<file path="src/rtl/dps_dec23_seq_ctrl.sv">
// Bit-serial DPS decoder: accumulates one codeword bit per cycle against a
// Fibonacci weight generated on the fly, with valid/ready on both sides.
module dps_dec23_seq_ctrl #(
    parameter int N  = 23,
    parameter int DW = 17
) (
    input  logic          clk,
    input  logic          rst_n,
    input  logic          in_valid,
    output logic          in_ready,
    input  logic [N-1:0]  codein,
    output logic          out_valid,
    input  logic          out_ready,
    output logic [DW-1:0] dataout,
    output logic          busy
);

    localparam int KW = $clog2(N);
    localparam logic [KW-1:0] K_PEN  = KW'(N - 2);
    localparam logic [KW-1:0] K_LAST = KW'(N - 1);

    typedef enum logic [1:0] {
        S_IDLE,
        S_RUN,
        S_DONE
    } state_t;

    state_t          state_q, state_d;
    logic            in_ready_q, in_ready_d;
    logic [KW-1:0]   k_q, k_d;
    logic [N-1:0]    shadow_q, shadow_d;
    logic [DW-1:0]   acc_q, acc_d;
    logic [DW-1:0]   cur_q, cur_d;
    logic [DW-1:0]   nxt_q, nxt_d;
    logic [DW-1:0]   dout_q, dout_d;
    logic [DW-1:0]   weight;
    logic [DW-1:0]   acc_sum;

    // The shadow word shifts right each RUN cycle, so bit 0 is always bit k.
    always_comb begin
        weight  = (k_q == K_PEN) ? (cur_q << 1) : cur_q;
        acc_sum = acc_q + (shadow_q[0] ? weight : '0);
    end

    always_comb begin
        state_d  = state_q;
        k_d      = k_q;
        shadow_d = shadow_q;
        acc_d    = acc_q;
        cur_d    = cur_q;
        nxt_d    = nxt_q;
        dout_d   = dout_q;

        unique case (state_q)
            S_IDLE: begin
                if (in_valid && in_ready_q) begin
                    shadow_d = codein;
                    acc_d    = '0;
                    k_d      = '0;
                    cur_d    = DW'(1);
                    nxt_d    = DW'(1);
                    state_d  = S_RUN;
                end
            end
            S_RUN: begin
                acc_d    = acc_sum;
                shadow_d = shadow_q >> 1;
                cur_d    = nxt_q;
                nxt_d    = cur_q + nxt_q;
                k_d      = k_q + KW'(1);
                if (k_q == K_LAST) begin
                    dout_d  = acc_sum;
                    state_d = S_DONE;
                end
            end
            S_DONE: begin
                if (out_ready) begin
                    state_d = S_IDLE;
                end
            end
            default: state_d = S_IDLE;
        endcase

        // Registered so it stays low for the first cycle after reset release.
        in_ready_d = (state_d == S_IDLE);
    end

    always_ff @(posedge clk) begin
        if (!rst_n) begin
            state_q    <= S_IDLE;
            in_ready_q <= 1'b0;
            k_q        <= '0;
            shadow_q   <= '0;
            acc_q      <= '0;
            cur_q      <= '0;
            nxt_q      <= '0;
            dout_q     <= '0;
        end else begin
            state_q    <= state_d;
            in_ready_q <= in_ready_d;
            k_q        <= k_d;
            shadow_q   <= shadow_d;
            acc_q      <= acc_d;
            cur_q      <= cur_d;
            nxt_q      <= nxt_d;
            dout_q     <= dout_d;
        end
    end

    assign in_ready  = in_ready_q;
    assign out_valid = (state_q == S_DONE);
    assign busy      = (state_q != S_IDLE);
    assign dataout   = dout_q;

endmodule

</file>
<file path="config.mk">
export PLATFORM = sky130hd
export DESIGN_NAME = dps_dec23_seq_ctrl
export DESIGN_NICKNAME = d
export VERILOG_FILES = /design/src/rtl/dps_dec23_seq_ctrl.sv
export SDC_FILE = /design/constraint.sdc
export NUM_CORES = 1
export LEC_CHECK = 0
export CAP_MARGIN = 20
export CORE_UTILIZATION = 50
export DETAILED_ROUTE_END_ITERATION = 10
export GPL_TIMING_DRIVEN = 0
export HOLD_SLACK_MARGIN = 0.12
export PLACE_DENSITY = 0.7
export SYNTH_ARGS = -nofsm -noshare
export SYNTH_HDL_FRONTEND = slang
export SYNTH_SLANG_ARGS = --single-unit
</file>
<file path="constraint.sdc">
create_clock -name clk -period 4.1 [get_ports clk]
set_input_delay 0.82 -clock clk [delete_from_list [all_inputs] [get_ports clk]]
set_output_delay 0.82 -clock clk [all_outputs]
set_load 0.05 [all_outputs]
</file>
# Yosys cells after proc, flatten, opt, wreduce, memory -nomap -nowiden
# Index checks and enable logic that the tools add are counted.
# totals
register_bits	99
latchBits	0
ram_bits	0
romBits	0
in_bits	27
out_inout_bits	20
elab_cells	38
mem_count	0
# op_classes
n_addsub	3
n_mul	0
div	0
n_lt_le_gt_ge	0
n_eq_ne	5
n_shift	0
mux	15
n_bitwise	0
reduce_logical	7
# ops
cell	n
$pmux W17 S2	3
$mux W17	4
$pmux W23 S2	1
$add A17 B17 Y17	2
$mux W23	1
$eq A5 B5 Y1 const B	2
$pmux W5 S2	1
$mux W2	3
$pmux W2 S3	1
$add A5 B1 Y5 const B	1
$mux W5	1
$logic_not A2 Y1	2
$reduce_and A2 Y1	2
$reduce_bool A2 Y1	2
$eq A2 B1 Y1 const B	1
$eq A2 B2 Y1 const B	1
$ne A2 B2 Y1 const B	1
$logic_and A1 B1 Y1	1

# Depth between registers and ports, before layout
# Gate-level depths: netlist of the first run.
# logic_depth
word_depth	5
ltp_mapped	16
mapped_depth_nobuf	15

# Least setup slack after synthesis of the first run
# OpenSTA, ideal clock, no wires.
# synth_timing
path_type	register to register
startpoint	register k_q[1]
endpoint	register dout_q[16], in the netlist dataout[16]
setup_ps	122
arrival_time_ps	3014
required_ps	3978
setup_slack_ps	964
stages_incl_launch_ff	16
path_buffers	1
period_less_slack_ps	3136
cell_sequence	dfxtp_1 inv_1 ha_1 nand4b_2 clkbuf_1 and3_1 ha_1 inv_1 fa_1 and2b_1 o2111ai_1 a21o_1 o211a_1 nand2_1 nor3_1 a311o_1
# synth_between
elab_chain_cells	4
word_cells_on_any_way	6
cone_classes	1 x add/sub; 2 x eq/ne; 2 x mux; 1 x reduce/logical
# synth_lines
element	line	rtl
start: declaration	30	logic [KW-1:0] k_q, k_d;
start signal: assignment	101	k_q <= k_d;
$eq A5 B5 Y1	41	weight = (k_q == K_PEN) ? (cur_q << 1) : cur_q;
$mux W17	41	
$mux W17	42	acc_sum = acc_q + (shadow_q[0] ? weight : '0);
$add A17 B17 Y17	42	
end signal: assignment	106	dout_q <= dout_d;
end: declaration	35	logic [DW-1:0] dout_q, dout_d;
# Several ways; a longest one is shown, not always the timed one.
# A chain may end at the register's enable or synchronous reset.

# Worst setup path after layout of the first run
# layout_timing
startpoint	register k_q[1]
endpoint	register acc_q[16]
# layout_between
elab_chain_cells	5
# layout_lines
element	line	rtl
$eq A5 B5 Y1	41	
$mux W17	41	
$mux W17	42	
$add A17 B17 Y17	42	
$pmux W17 S2	54	unique case (state_q)
end signal: assignment	94	acc_q <= '0;
end signal: assignment	103	acc_q <= acc_d;
end: declaration	32	logic [DW-1:0] acc_q, acc_d;
# Every way passes these cells.

==> results by group, run 1 <==
Layout
  • Area Overhead vs Synth: 14.8%
  • Fraction of layout cells with a size suffix above 1: 4.55%
  • Register area: 1980 um2
  • FILL cells: 995
  • Design area: 6210 um2
  • Multi-input gate area: 3240 um2
  • Number of nets in the layout: 763
  • Post-Layout Cell Count: 840
  • Diode count: 0

STA
  • Highest Clock Rate: 272 MHz
  • Final-report setup violation count: 0
  • Setup Skew: 0.0170 ns
  • Final Cycle Share: 89.7%
  • Worst slew margin: 55.1%
  • Slew Limit Fails: 0
  • Final worst setup slack: 0.423 ns
  • Final hold violation count: 0
  • RSZ-0062 raised after global routing: false
  • Final min period: 3.68 ns
  • Setup TNS: 0 ns
  • Slew @ Worst Pin: 0.673 ns

Placed design
  • Routability cong.: 0.909
  • Post-place setup slack: 0.525 ns
  • Buffers added on ports: 45
  • Detailed placement HPWL: 9940 um
  • Inst Count DP: 824
  • Post-DP Area: 6040 um2

Clock tree
  • Post-cts hold buffer count: 0
  • Skew-Pair Late Insertion Delay: 0.39 ns
  • Root buf cell: clkbuf_8
  • CTS Buffer Depth: 2
  • Post-CTS Setup Inserts: 0
  • Cts bufs inserted: 9
  • Reg clk slew, reported paths: 0.10 ns
  • Num Clock Sinks: 99
  • TritonCTS clock tree: done
  • H-tree Lvls: 3
  • PostCTS Resize Cnt: 0

Worst setup path
  • R2R cell count: 15
  • Crit. End Element: flop
  • Worst-path fanout max: 10
  • Arrival time worst endpoint: 3.94 ns
  • Critical Path RT: 4.36 ns
  • Worst Setup Path Type: reg -> reg
  • CP startpoint kind: flop

Route
  • Via count: 4,861
  • DR DRC count: 0
  • Vias per cell: 5.79
  • Post-route ant nets: 0
  • Drt first pass iters: 5
  • Wirelength per Cell: 16.0 um
  • DR iter-0 viols: 237
  • Final WL: 13,400 um

Floorplanning
  • Die X: 106 um
  • IO Count: 47
  • Starting Density: 52.0%
  • Total core area: 10,400 um2
  • Vert. Die Dim: 106 um
  • Die ar.: 11,300 um2
  • # rows: 37

Logic synthesis
  • Distinct cell type count after synthesis: 57
  • Avg Cell Area, Syn: 8.42 um2
  • Syn_nets: 707
  • Cell Area, Synth: 5420 um2
  • Synthesized instance count: 643
  • Seq cells post-synth: 99
  • Async S/R FF share, synth: 0%
  • Top FF cell, synth: dfxtp_1
  • Post-synthesis sequential area ratio: 36.6%
  • EDFF count, synth: 0
  • YS warnings: 0

Global route
  • First-pass GRT wire length: 22,300 um
  • Initial antenna violation count: 0
  • GR Overflow Total: 0
  • Gr usage total: 25.3%
  • Vias in the first global route: 4,669
  • Largest net degree at the start of global routing: 17

Flow run
  • Max_cap viols: 0

Min path
  • Hold Crit Class: reg -> reg
  • Hold Path Cell Cnt: 2

Pwr
  • Total power: 1.82 mW
  • LEAKAGE: 2.41 nW
  • Pwr Density: 293 nW/um2
  • Peak VDD IR: 0.260 mV

Run status
  • Status: complete, no violations
-- routing by layer --
metal | wire length (um) | vias up | part of all wire (%) | GRT usage (%)
met2 | 6420 | 122 | 48 | 42.6
met5 | 0 | - | 0 | 0
li1 | - | 2425 | - | -
met3 | 649 | 20 | 4.8 | 6.56
met4 | 227 | 0 | 1.7 | 8.04
met1 | 6120 | 2294 | 46 | 31.5
-- report_power, final --
group	total, mW	internal, mW	leakage (nW)	switching, mW
Combinational	0.200	0.0777	1.52	0.122
Sequential	1.01	0.993	0.803	0.0192
Clock	0.608	0.244	0.0876	0.364
Total	1.82	1.31	2.41	0.506
-- final cells by class --
type	instances	share of cell area, %
buffer	38	2.60
clock buffer	12	2.34
clock inverter	4	0.544
inverter	8	0.483
multi-input combinational	498	52.2
sequential	99	31.9
tap	136	2.74
timing repair buffer	45	7.25
-- registers in the layout, indices dropped and copies added, names as in the netlist --
signal / flops
nxt_q: 17
state_q: 2
cur_q: 17
shadow_q: 23
k_q: 5
dataout: 17
acc_q: 17
in_ready: 1
-- metrics by stage --
step	hold WS (ns)	util, %
after floorplan	0.430	-
after global placement	0.450	57.9
after detailed placement	0.447	57.9
after CTS	0.462	59.7
after global routing	0.468	59.7
final	0.465	59.7
-- cells in the mapped netlist (2+ instances only) --
library cell,number,area (um2)
a211oi_1,4,30.0
nand2b_1,3,18.8
o221ai_1,23,201
a22oi_1,29,218
o21a_1,9,67.6
a22o_1,4,35.0
a21oi_1,19,95.1
nand3b_1,2,15.0
buf_2,2,10.0
o221a_2,2,22.5
nor2_1,64,240
and2_1,6,37.5
a21boi_0,27,203
o21ai_0,24,120
xnor2_1,11,96.3
nand2_1,92,345
a21oi_2,3,26.3
clkbuf_1,34,128
nor2b_1,36,225
a21o_1,12,90.1
a32o_1,3,30.0
dfxtp_1,99,1980
o211a_1,4,40.0
a211o_1,2,17.5
nor3b_1,2,15.0
a31oi_1,3,18.8
nor3_1,6,30.0
o21ai_1,8,40.0
inv_1,8,30.0
nand4_1,10,62.6
or3_1,4,25.0
xor2_1,13,114
fa_1,2,40.0
ha_1,35,438
and2_2,2,15.0
nand3_1,11,55.1
o22ai_1,2,12.5
and3_1,3,18.8
a21boi_1,2,15.0
-- cell usage in the layout (no fill, tap or decap), types with 3 or more instances in the layout --
| cell | n |
|---|---|
| a22oi_1 | 29 |
| a21boi_0 | 27 |
| o21ai_0 | 24 |
| o21a_1 | 9 |
| nor2_1 | 64 |
| nand3_1 | 11 |
| o21ai_1 | 8 |
| nand2_1 | 92 |
| ha_1 | 35 |
| a31oi_1 | 3 |
| nand4_1 | 10 |
| clkbuf_8 | 11 |
| a22o_1 | 4 |
| o221ai_1 | 23 |
| or3_1 | 4 |
| inv_1 | 8 |
| nor3_1 | 6 |
| and3_1 | 3 |
| a21oi_2 | 3 |
| xnor2_1 | 11 |
| nor2b_1 | 36 |
| o211a_1 | 4 |
| a32o_1 | 3 |
| a211oi_1 | 4 |
| a21o_1 | 12 |
| nand2b_1 | 3 |
| and2_1 | 6 |
| a21oi_1 | 19 |
| dfxtp_1 | 99 |
| clkbuf_1 | 36 |
| xor2_1 | 13 |
| clkdlybuf4s50_1 | 45 |
-- final timing paths --
check	from	to	slack (ns)
worst max-delay path	k_q[1]	acc_q[16]	0.42
worst min register to register	acc_q[14]	acc_q[14]	0.47
worst max register to register	k_q[1]	acc_q[16]	0.42
worst min-delay path	acc_q[14]	acc_q[14]	0.47
-- critical path, stage by stage, from the launching register on --
cell and delay [ns]:
dfxtp_1 0.39, inv_1 0.07, ha_1 0.20, nand4b_2 0.22
clkbuf_1 0.36, and3_1 0.22, ha_1 0.21, inv_1 0.07
fa_1 0.40, and2b_1 0.24, o2111ai_1 0.15, a21o_1 0.25
o211a_1 0.31, a21oi_1 0.19, xor2_1 0.18, o21ai_0 0.09
-- kinds of logic after synthesis --
family	share of synthesized area, %
AOI/OAI and AO/OA	25.8
xor gates and xnor gates	3.88
adders and majority gates	8.83
buffers and inverters	3.54
DFF	36.6
and+or+nand+nor	21.3
(Power assumes the default switching activity.)
==> inputs of run 2 (changes only) <==
Settings changed: REMOVE_ABC_BUFFERS from default to 1.
==> results by group, run 2 (synthesis results as in run 1) <==
Floorplanning
  • Die ar.: 11,300 um2 (unchanged)
  • Vert. Die Dim: 106 um (unchanged)
  • Die X: 106 um (unchanged)
  • Total core area: 10,400 um2 (unchanged)
  • # rows: 37 (unchanged)
  • Starting Density: 52.0% (unchanged)
  • IO Count: 47 (unchanged)

Worst setup path
  • Worst path max stage delay: 0.48 ns (+0.08 ns)
  • R2R Path Start: k_q[2]
  • R2R Path End: dataout[14]
  • R2R setup slack: 0.62 ns (+0.20 ns)
  • Most frequent CP cell: nand2_1
  • Critical Path, Cell by Cell: nand2_1 > nor2_1 > and2_1 > nand2_1 > nand2_1 > nand2_1 > fa_1 > and2b_1 > o2111ai_1 > a21o_1 > o211a_1 > a21oi_2 > xnor2_1 > a21oi_1
  • Critical Path RT: 4.32 ns (-0.04 ns)
  • Worst-path fanout max: 15 (+5)
  • Worst Setup Path Type: reg -> reg
  • Crit. End Element: flop
  • Cell family contributing the most delay on the critical path: simple AND/OR/NAND/NOR gates
  • R2R cell count: 14 (-1)
  • Critical path buffer and inverter count: 0 (-3)
  • Arrival time worst endpoint: 3.70 ns (-0.24 ns)
  • CP startpoint kind: flop
  • Critical path's slowest cell: and2_1

Layout
  • Multi-input gate area: 3250 um2 (+0.31%)
  • Commonest non-fill, non-tap cells in the layout: dfxtp_1 (99), nand2_1 (92), nor2_1 (63), clkdlybuf4s50_1 (45)
  • Number of nets in the layout: 729 (-4.5%)
  • Fraction of layout cells with a size suffix above 1: 5.23% (+0.69 points)
  • Diode count: 0 (unchanged)
  • Max FFs per register: 23 (unchanged)
  • Commonest non-fill, non-tap cell in the layout: dfxtp_1
  • Design area: 6140 um2 (-1.1%)
  • Largest register by flop count: shadow_q
  • Fin util: 59.0% (-0.68 points)
  • Area Overhead vs Synth: 13.4%
  • FILL cells: 947 (-4.8%)
  • Register area: 1980 um2 (unchanged)
  • Post-Layout Cell Count: 805 (-4.2%)

STA
  • Final Cycle Share: 84.9% (-4.8 points)
  • RSZ-0062 raised after global routing: false
  • Final-report setup violation count: 0 (unchanged)
  • Slew Limit Fails: 0 (unchanged)
  • Worst hold slack: 0.468 ns (+0.00273 ns)
  • Highest Clock Rate: 287 MHz (+5.6%)
  • Slew @ Worst Pin: 0.874 ns (+0.201 ns)
  • Worst slew margin: 41.6% (-14 points)
  • Final min period: 3.48 ns (-0.195 ns)
  • Setup Skew: 0.00679 ns (-0.0102 ns)
  • Final hold violation count: 0 (unchanged)

Clock tree
  • PostCTS Resize Cnt: 0 (unchanged)
  • CTS Buffer Depth: 2 (unchanged)
  • Root buf cell: clkbuf_8
  • Skew-Pair Late Insertion Delay: 0.37 ns (-0.02 ns)
  • H-tree Lvls: 3 (unchanged)
  • Cts bufs inserted: 9 (unchanged)
  • Post-CTS Setup Inserts: 0 (unchanged)
  • Reg clk slew, reported paths: 0.10 ns (about the same)
  • TritonCTS clock tree: done
  • Post-cts hold buffer count: 0 (unchanged)
  • Num Clock Sinks: 99 (unchanged)

Min path
  • Hold Path Cell Cnt: 2 (unchanged)
  • Hold endpoint: dataout[0]
  • Worst hold path startpoint: dataout[0]
  • Hold Crit Class: reg -> reg

Placed design
  • Inst Count DP: 790 (-4.1%)
  • Post-DP Area: 5950 um2 (-1.4%)
  • Buffers added on ports: 46 (+2.2%)
  • Routability cong.: 0.857 (-5.8%)
  • Detailed placement HPWL: 8450 um (-15%)

Route
  • DR iter-0 viols: 216 (-8.9%)
  • Vias per cell: 5.80 (+0.14%)
  • DR DRC count: 0 (unchanged)
  • Wirelength per Cell: 14.8 um (-7.1%)
  • Final WL: 11,900 um (-11%)
  • Via count: 4,665 (-4.0%)
  • Drt first pass iters: 5 (unchanged)
  • Post-route ant nets: 0 (unchanged)

Global route
  • Grt met2 use: 39.4% (-3.1 points)
  • Busiest grt layer: met2
  • First-pass GRT wire length: 20,500 um (-8.4%)
  • Largest net degree at the start of global routing: 64 (+47)
  • Met1 Track Usage GR: 26.9% (-4.6 points)
  • Initial antenna violation count: 0 (unchanged)
  • Vias in the first global route: 4,469 (-4.3%)
  • Gr usage total: 22.4% (-2.9 points)
  • Met3 Use GR: 4.66% (-1.9 points)
  • GR Overflow Total: 0 (unchanged)

Run status
  • Status: complete, no violations

Flow run
  • Max_cap viols: 0 (unchanged)

Pwr
  • LEAKAGE: 2.39 nW (-0.97%)
  • Pwr Density: 298 nW/um2 (+1.7%)
  • Peak VDD IR: 0.239 mV (-8.2%)
-- run 2: metrics by stage --
stage                     TNS, ns  worst slack [ns]  total power [mW]
after detailed placement        0             0.672              1.22
after global placement      -6.36            -0.575              1.21
final                           0             0.618              1.83
after CTS                       0             0.635              1.85
after floorplan                 0              1.15              1.13
after global routing            0             0.282              1.90
-- run 2: how the worst max path moves through the flow --
stage / to / slack, ns / startpoint / depth (start not counted)
after floorplan: dataout[14] / 1.15 / k_q[1] / 14
after global placement: nxt_q[16] / -0.58 / rst_n / 5
after detailed placement: dataout[14] / 0.67 / k_q[2] / 14
after CTS: dataout[14] / 0.63 / k_q[2] / 14
after global routing: dataout[14] / 0.28 / k_q[2] / 14
final: dataout[14] / 0.62 / k_q[2] / 14
-- run 2: tightest hold or removal path, stage by stage (launching register included) --
cell      delay [ns]
dfxtp_1         0.32
nand2_1         0.04
a21boi_0        0.06
-- run 2: metal layers --
metal	share of wire, %	wire length [um]
met5	0	0
met4	1.5	174
met3	4.3	510
met2	50	5920
met1	45	5340
-- run 2: power breakdown --
part	internal (mW)	leakage [nW]	total (mW)	switching, mW
combinational	0.0771	1.49	0.184	0.107
clock	0.280	0.0913	0.630	0.351
sequential	0.993	0.803	1.01	0.0218
total	1.35	2.39	1.83	0.479
-- run 2: layout make-up --
type | count | share of cell area [%]
Clock buffer | 9 | 2.02
Clock inverter | 6 | 1.10
Inverter | 8 | 0.489
Multi-Input combinational cell | 498 | 52.9
Sequential cell | 99 | 32.3
Tap cell | 136 | 2.77
Timing Repair Buffer | 49 | 8.43
==> variant, RTL diff (config.mk and constraints of run 2) <==
Take the reset off `dout_q` and load it in a clocked block of its own.
--- a/src/rtl/dps_dec23_seq_ctrl.sv
+++ b/src/rtl/dps_dec23_seq_ctrl.sv
@@ -94,7 +94,6 @@
             acc_q      <= '0;
             cur_q      <= '0;
             nxt_q      <= '0;
-            dout_q     <= '0;
         end else begin
             state_q    <= state_d;
             in_ready_q <= in_ready_d;
@@ -103,8 +102,11 @@
             acc_q      <= acc_d;
             cur_q      <= cur_d;
             nxt_q      <= nxt_d;
-            dout_q     <= dout_d;
         end
+    end
+
+    always_ff @(posedge clk) begin
+        dout_q <= dout_d;
     end
 
     assign in_ready  = in_ready_q;
Formal check against the unedited RTL: same outputs for any inputs over 10 cycles, from zero or initial values and one cycle with rst_n low; that may be too few to reach the edited logic, so the function may still have changed.
==> variant against run 2 <==
  * Routed wire length up 0.19%
  * Worst setup slack worse by 0.13 ns
  * Critical endpoint is now dataout[16]$_DFFE_PP_
  * First-iteration DRC count down 0.46%
  * Synthesized area up 0.81%
  * Largest cell class unchanged
  * Non-clock buffer count unchanged
  * Design area up 1.2%
  * Critical path type unchanged
  * Sequential cell count unchanged
  * Power down 0.33%
  * Critical path depth down 1
==> variant: results (changes against run 2) <==
final RePlAce weighted congestion=0.937 (+9.4%); clock network area share=3.00% (-0.12 points); Fin Clk Skew=0.00869 ns (+0.00189 ns); all-layer global routing usage=22.2% (-0.19 points); status=finished clean; dpl hpwl=8390 µm (-0.71%); via count=4634 (-0.66%); Primary FF master, synth=dfxtp_1; Arr. time, crit path=3.74 ns (+0.04 ns); slowest library cell on the worst path=o311ai_1; final wirelength=12000 µm (+0.19%); fraction of the mapped netlist area in compound gates=25.0% (-0.83 points); buffering overhead=8.33% (-0.10 points); Seq/Total Area, Yosys=39.4% (+2.8 points); nets=718 (-1.5%); Register Area=2150 µm² (+8.6%); Net Sw Frac=25.0% (-1.2 points); Lkg Pwr=2.40 nW (+0.52%); part of the power in the clock network=33.9% (-0.6 points); layout inverter count without the clock tree=13 (+5); clock buf count=11 (+2); Synth top cells by count=dfxtp_1, nor2_1, nand2_1, a21oi_1, nor2b_1; PwrDens=293 nW/µm² (-1.5%); synth unique cells=64 (+12%); Comb pwr share=9.5% (-0.6 points); Starting DRT DRC Count=215 (-0.46%); Core Region=10500 µm² (+0.44%); Worst Tran Pin Value=1.08 ns (+0.211 ns); vias in the first global route=4292 (-4.0%); multi-input combinational cell area=3140 µm² (-3.4%); post-synthesis mux area share=0.183% (+0.18 points); Max VDD drop=0.172 mV (-28%); Post-synth EDFFs=17 (+17); worst-path fanout max=17 (+2); fillers=924 (-2.4%); layout cells sized above 1=3.95% (-1.3 points); comb_multi_in=482 (-3.2%); largest net degree at the start of global routing=40 (-38%)
variant: stage by stage:
step	setup slack (ns)	hold slack [ns]	std cells	util (%)
5_1_grt	0.263	0.506	795	59.4
2_1_floorplan	1.19	0.432	594	-
4_1_cts	0.519	0.482	795	59.4
3_3_place_gp	-0.265	0.443	776	57.0
6_report	0.491	0.477	795	59.4
3_5_place_dp	0.553	0.458	779	57.6
variant: path summary, 6_finish.rpt:
kind / from / end / slack [ns]
min: acc_q[7]$_SDFFE_PN0P_ / acc_q[7]$_SDFFE_PN0P_ / 0.48
max reg2reg: k_q[1]$_SDFFE_PN0P_ / dataout[16]$_DFFE_PP_ / 0.49
max: k_q[1]$_SDFFE_PN0P_ / dataout[16]$_DFFE_PP_ / 0.49
min reg2reg: acc_q[7]$_SDFFE_PN0P_ / acc_q[7]$_SDFFE_PN0P_ / 0.48
variant: layer usage:
metal,global-route usage (%),routed length (µm)
met5,0,0
met4,6.16,123
met1,29.9,5710
met3,5.03,657
met2,35.8,5470
